$ cat src/rtl/inv_pipe.sv
// inv_pipe: bubble-collapsing valid/ready pipeline that transforms each accepted word once,
// on entry to stage 0, then carries it unchanged through DEPTH register stages.
//
// Transform, selected by mode and sampled with the accepted word:
//   00: in_data
//   01: ~in_data
//   10: in_data ^ mask
//   11: ~(in_data ^ mask)
//
// Ports:
//   clk         sole clock, rising edge
//   rst         synchronous, active-low reset
//   in_valid    upstream presents a word
//   in_ready    block accepts a word this cycle (combinational)
//   in_data     input word, WIDTH bits
//   mode        transform select, sampled with the accepted word
//   mask        bit mask, sampled with the accepted word
//   out_valid   out_data holds a valid word
//   out_ready   downstream accepts a word
//   out_data    transformed word from the last stage
//   out_parity  XOR-reduction of out_data (only with INV_PIPE_PARITY_EN defined)
//   occupancy   number of valid stages, 0..DEPTH
//
// Configuration macro: INV_PIPE_PARITY_EN adds a per-stage parity bit and the out_parity port.

module inv_pipe #(
    parameter int WIDTH = 52,
    parameter int DEPTH = 2
) (
    input  logic                       clk,
    input  logic                       rst,
    input  logic                       in_valid,
    output logic                       in_ready,
    input  logic [WIDTH-1:0]           in_data,
    input  logic [1:0]                 mode,
    input  logic [WIDTH-1:0]           mask,
    output logic                       out_valid,
    input  logic                       out_ready,
    output logic [WIDTH-1:0]           out_data,
`ifdef INV_PIPE_PARITY_EN
    output logic                       out_parity,
`endif
    output logic [$clog2(DEPTH+1)-1:0] occupancy
);

    localparam int OCC_W = $clog2(DEPTH + 1);

    logic [DEPTH-1:0] valid_q;
    logic [WIDTH-1:0] data_q [DEPTH];
    logic [DEPTH-1:0] load;
    logic [WIDTH-1:0] xform;
    logic             accept;
    logic [OCC_W-1:0] occ_sum;

`ifdef INV_PIPE_PARITY_EN
    logic [DEPTH-1:0] par_q;
`endif

    // A stage loads when it is empty or when it advances. Unrolling the
    // recursion, stage k loads exactly when out_ready is high or any stage
    // from k to the end is empty; writing it this way keeps the chain free
    // of combinational self-reference.
    always_comb begin
        load = '0;
        for (int k = 0; k < DEPTH; k++) begin
            logic acc;
            acc = out_ready;
            for (int j = k; j < DEPTH; j++) begin
                acc = acc | ~valid_q[j];
            end
            load[k] = acc;
        end
    end

    always_comb begin
        xform = in_data;
        case (mode)
            2'b00:   xform = in_data;
            2'b01:   xform = ~in_data;
            2'b10:   xform = in_data ^ mask;
            default: xform = ~(in_data ^ mask);
        endcase
    end

    assign in_ready = load[0];
    assign accept   = in_valid & load[0];

    // Data registers only load when a valid word arrives, so empty stages
    // keep their last contents rather than toggling on every bubble.
    always_ff @(posedge clk) begin
        if (!rst) begin
            valid_q <= '0;
            for (int k = 0; k < DEPTH; k++) begin
                data_q[k] <= '0;
            end
        end else begin
            if (load[0]) begin
                valid_q[0] <= in_valid;
            end
            if (accept) begin
                data_q[0] <= xform;
            end
            for (int k = 1; k < DEPTH; k++) begin
                if (load[k]) begin
                    valid_q[k] <= valid_q[k-1];
                    if (valid_q[k-1]) begin
                        data_q[k] <= data_q[k-1];
                    end
                end
            end
        end
    end

`ifdef INV_PIPE_PARITY_EN
    // Parity is computed once from the transformed word and travels with it.
    always_ff @(posedge clk) begin
        if (!rst) begin
            par_q <= '0;
        end else begin
            if (accept) begin
                par_q[0] <= ^xform;
            end
            for (int k = 1; k < DEPTH; k++) begin
                if (load[k] && valid_q[k-1]) begin
                    par_q[k] <= par_q[k-1];
                end
            end
        end
    end

    assign out_parity = par_q[DEPTH-1];
`endif

    always_comb begin
        occ_sum = '0;
        for (int i = 0; i < DEPTH; i++) begin
            occ_sum = occ_sum + OCC_W'(valid_q[i]);
        end
    end

    assign occupancy = occ_sum;
    assign out_valid = valid_q[DEPTH-1];
    assign out_data  = data_q[DEPTH-1];

endmodule

$ cat config.mk
export PLATFORM = sky130hd
export DESIGN_NAME = inv_pipe
export DESIGN_NICKNAME = d
export VERILOG_FILES = /design/src/rtl/inv_pipe.sv
export SDC_FILE = /design/constraint.sdc
export NUM_CORES = 1
export LEC_CHECK = 0
export ABC_AREA = 1
export BUFFER_PORTS_ARGS = -buffer_cell sky130_fd_sc_hd__buf_4
export CORE_ASPECT_RATIO = 0.8
export CORE_MARGIN = 4
export CORE_UTILIZATION = 49
export CTS_CLUSTER_DIAMETER = 80
export DETAILED_ROUTE_END_ITERATION = 12
export HOLD_SLACK_MARGIN = 0.15
export PLACE_DENSITY = 0.84
export SLEW_MARGIN = 25
export SYNTH_ARGS = -nofsm -noshare
export SYNTH_HDL_FRONTEND = slang
export SYNTH_SLANG_ARGS = --single-unit
$ cat constraint.sdc
create_clock -name clk -period 1.9 [get_ports clk]
set_clock_uncertainty 0.05 [all_clocks]
set_input_delay 0.095 -clock clk [delete_from_list [all_inputs] [get_ports clk]]
set_output_delay 0.095 -clock clk [all_outputs]
set_load 0.05 [all_outputs]
== Yosys cells after proc, flatten, opt, wreduce, memory -nomap -nowiden ==
Memory sizes are Yosys's and may differ from the RTL's.
Cells that the tools add are included.
W data, S select, Z words.

* Memories: 1
* Memory bits (writable): 104
* Output and inout bits: 56
* Bits in registers: 2

* Eq/ne operators: 2
* $add $sub $neg: 1
* Reduce and logical (&&, ||, !) cells: 1
* Bitwise operators: 11
* Mux-type cells: 11

{| class="wikitable"
|+ Memories
! memory !! words !! width !! read ports !! clocked after Yosys merged registers in !! write ports !! RTL line !! text
|-
| data_q || 2 || 52 || 2 || 0 || 2 || 49 || <nowiki>logic [WIDTH-1:0] data_q [DEPTH];</nowiki>
|}

{| class="wikitable"
|+ Operators by type and width
! kind !! number
|-
| $pmux W52 S3 || 1
|-
| $mux W52 || 2
|-
| $not A52 Y52 || 2
|-
| $xor A52 B52 Y52 || 1
|-
| $mux W1 || 8
|-
| $or A1 B1 Y1 || 5
|-
| $add A1 B1 Y2 || 1
|-
| $eq A2 B1 Y1 const B || 1
|-
| $eq A2 B2 Y1 const B || 1
|-
| $logic_not A2 Y1 || 1
|-
| $not A1 Y1 || 2
|-
| $and A1 B1 Y1 || 1
|}

== Longest topological paths before layout ==
* Word-level depth: 8
* Gate-level depth with buffers: 9
* Gate-level depth less buffers: 7

== Least setup slack after synthesis ==
OpenSTA, ideal clock, no wires.

* Kind: flip-flop to flip-flop
* Start: reg valid_q[1]
* End: mem data_q[0][0] (enable)
* Cell stages (with the launch flop): 4
* Required time: 1240 ps
* Path slack: -903 ps
* Library setup time: 610 ps
* Data arrival time: 2143 ps
* Path through: dfxtp_1 -> nand3_2 -> nand2_2 -> nand2_1

{| class="wikitable"
|+ RTL lines
! element !! RTL line !! text
|-
| from (decl) || 48 || <nowiki>logic [DEPTH-1:0] valid_q;</nowiki>
|-
| from (signal, indexed assignment) || 105 || <nowiki>valid_q[k] <= valid_q[k-1];</nowiki>
|-
| to (decl) || 49 ||
|}

==> impl_metrics.yaml <==
finish:
  final_common_cell: "nand2_1"
  final_nets: 1102
  diodes: 0
  final_area_sq_mm: 0.007851
  final_cell_mix: "361 x nand2_1, 203 x inv_1, 175 x buf_4, 104 x edfxtp_1, 53 x nand3_1"
  area_growth_pct: 21.82
  drive_above_1_share: 0.2189
  fin_cells: 1171
die:
  ios: 166
  dieArea_sq_mm: 0.01506
  start_util: 0.5008
  die_y_microns: 110.6
  die_w_microns: 136.2
  std_cell_rows: 37
  core_sq_mm: 0.01287
cts:
  clkTransAtPathRegs_ps: 70
  cts_tree: "built"
  htreeDepth: 3
  post_cts_buffers: 0
  cts_buffers: 9
  insertion_delay_ps: 340
  clock_path_buffers: 2
  cts-root-buf: "clkbuf_16"
  clkSinkCount: 106
status:
  status: "finished, final reports clean"
timing:
  tns_ps: 0
  setup_violations: 0
  maxSlewViolCount: 0
  clock.fmax_ghz: 0.6180
  finalHoldViolCount: 0
  min_period_over_period: 0.8516
  slew_headroom: 0.6335
  hold_slack_ps: 162.7
  rsz0062_at_grt: "no"
  period_needed_ps: 1618
  worstMarginPinSlew_ps: 549.8
  setup_slack_ps: 282.0
power:
  pwr-share-comb: 0.228
  seq_power_share: 0.486
  netSwitchingFraction: 0.2903
  vdd_ir_drop_max_uv: 463.7
  power_density_mw_per_mm2: 748.8
  power.internal_mw: 4.173
  leakagePower_nw: 4.656
  clkPwrFrac: 0.286
  power_switching_mw: 1.707
drt:
  via_per_inst: 4.369
  drt_iter0_drc: 280
  routed_wl_microns: 12740
  first_pass_iters: 4
  drc: 0
  avgRoutedWirePerCell_microns: 10.88
  drtAntennaViolNets: 0
  vias: 5116
synthesis:
  synthCells: 871
  ys_warn_count: 0
  synthesis.area_sq_mm: 0.006445
  netlist.area_leader.share: 0.4846
  synth_nets: 982
  ys_seq_area_frac: 0.4908
  ys_ff_latch: 106
  yosys.area.top_type: "edfxtp_1"
  syn_avg_cell_area_sq_um: 7.399
  yosys-top-cells-area: "edfxtp_1 48%, nand2_1 21%, inv_1 12%, buf_4 6.9%, nand3_1 4.1%"
  synth_cell_types: 16
worst_hold_path:
  hold_path_class: "in -> reg"
job:
  drv_cap: 0
place:
  portBuffers: 165
  gp_congestion: 0.7825
  dpl-instance-area_sq_mm: 0.007460
  dp_hpwl_microns: 9300
  place_ws_ps: 423.4
  placed_cells: 1143
worst_setup_path:
  worstPathRequired_ps: 1930
  arrival_ps: 1650
  cp_num_buf_inv: 4
  slowest_delay_ps: 550
  rr_worst_depth: 6
  critPathCaptureType: "flop"
  critical_path.startpoint: "out_ready"
  r2r_setup_slack_ps: 430
  rr_endpoint: "data_q[0][85]$_SDFFCE_PN0P_"
  r2r_start: "valid_q[0]$_SDFFE_PN0P_"
  endpoint: "data_q[0][85]$_SDFFCE_PN0P_"
  worstSetupPathType: "in -> reg"
  path_delay_family: "buffers and inverters"
  crit_chain: "dlygate4sd3_1 -> buf_4 -> inv_1 -> nand2_1 -> nand2_1 -> nand2_1 -> nand2_2 -> buf_12 -> nor2_1"
  timing.critical_path.mode_cell: "nand2_1"
  worst-path-stages: 9
  start_kind: "input port"
  path_max_fanout: 44
  slowest_stage: "dlygate4sd3_1"
global_routing:
  antenna_found_initial: 0
  grt_usage: 0.1761
  grt_max_degree: 53
  grt_pass1_wl_microns: 21400
  grt_pass1_vias: 4787
  overflow: 0
[how the worst min path moves through the flow]
stage	startpoint	endpoint	slack, ps	cells past startpoint
2_1_floorplan	rst	valid_q[1]$_SDFFE_PN0P_	170	2
3_3_place_gp	rst	valid_q[1]$_SDFFE_PN0P_	350	3
3_5_place_dp	rst	valid_q[1]$_SDFFE_PN0P_	350	3
4_1_cts	mask[46]	data_q[0][46]$_SDFFCE_PN0P_	150	7
5_1_grt	mask[46]	data_q[0][46]$_SDFFCE_PN0P_	190	7
6_report	mask[15]	data_q[0][15]$_SDFFCE_PN0P_	160	7
[cell families (layout without fill, tap and decap cells)]
family | count (synthesis) | count (layout) | synth area share
buffers and inverters | 283 | 408 | 0.2060
AOI/OAI and AO/OA | 2 | 2 | 0.001553
adders and majority gates | 1 | 1 | 0.001941
DFF | 106 | 106 | 0.4908
and+or+nand+nor | 479 | 479 | 0.2997
[power groups by stage]
stage / combinational [mW] / sequential [mW] / clock [mW]
2_1_floorplan: 1.01 / 2.89 / 0
3_3_place_gp: 1.31 / 2.90 / 0
3_5_place_dp: 1.33 / 2.91 / 0
4_1_cts: 1.35 / 2.86 / 1.73
5_1_grt: 1.49 / 2.87 / 1.83
6_report: 1.34 / 2.86 / 1.68
[worst register-to-register path: stages (launching register included)]
cell	delay (ps)
dfxtp_1	430
nand3_4	120
nand2_2	110
nand2_1	70
nand2_2	90
buf_12	250
nor2_1	100
[synthesized netlist by cell type]
cell type,instances
nor2_1,38
nand2_2,3
nand2_1,363
nand3b_1,1
buf_6,3
buf_2,17
nor2_2,20
edfxtp_1,104
inv_2,1
inv_1,203
a21oi_1,2
nand3_1,53
nand3_2,1
ha_1,1
buf_4,59
dfxtp_1,2
[per-stage QoR]
step | total power, mW | utilization
2_1_floorplan | 3.903 | -
3_3_place_gp | 4.209 | 0.5796
3_5_place_dp | 4.242 | 0.5796
4_1_cts | 5.939 | 0.6101
5_1_grt | 6.199 | 0.6101
6_report | 5.879 | 0.6101
[metal layers]
metal  up-vias  track usage  wire length (microns)  part of all wire
li1       2755            -                      -                 -
met5         -            0                      0                 0
met3        20      0.05009                    931             0.073
met2       124       0.2950                   6149              0.48
met1      2217       0.2189                   5415              0.43
met4         0      0.05641                    241             0.019
[cell type report]
type | count | area [sq um]
Fill cell | 1161 | 5019
Timing Repair Buffer | 188 | 1454
Tap cell | 175 | 219.0
Clock inverter | 6 | 42.54
Inverter | 204 | 765.7
Sequential cell | 106 | 3164
Clock buffer | 10 | 229.0
Multi-Input combinational cell | 482 | 1977
[registers in the layout, indices dropped and copies added (netlist names)]
signal	count
valid_q	2
data_q	104
[timing repair]
item                                   in CTS  in global routing
hold buffers                               12                  0
setup endpoints to repair                   0                  0
endpoints found under the hold margin       9                  0
resized for setup                           0                  0
Power figures use the tool's default switching activity.
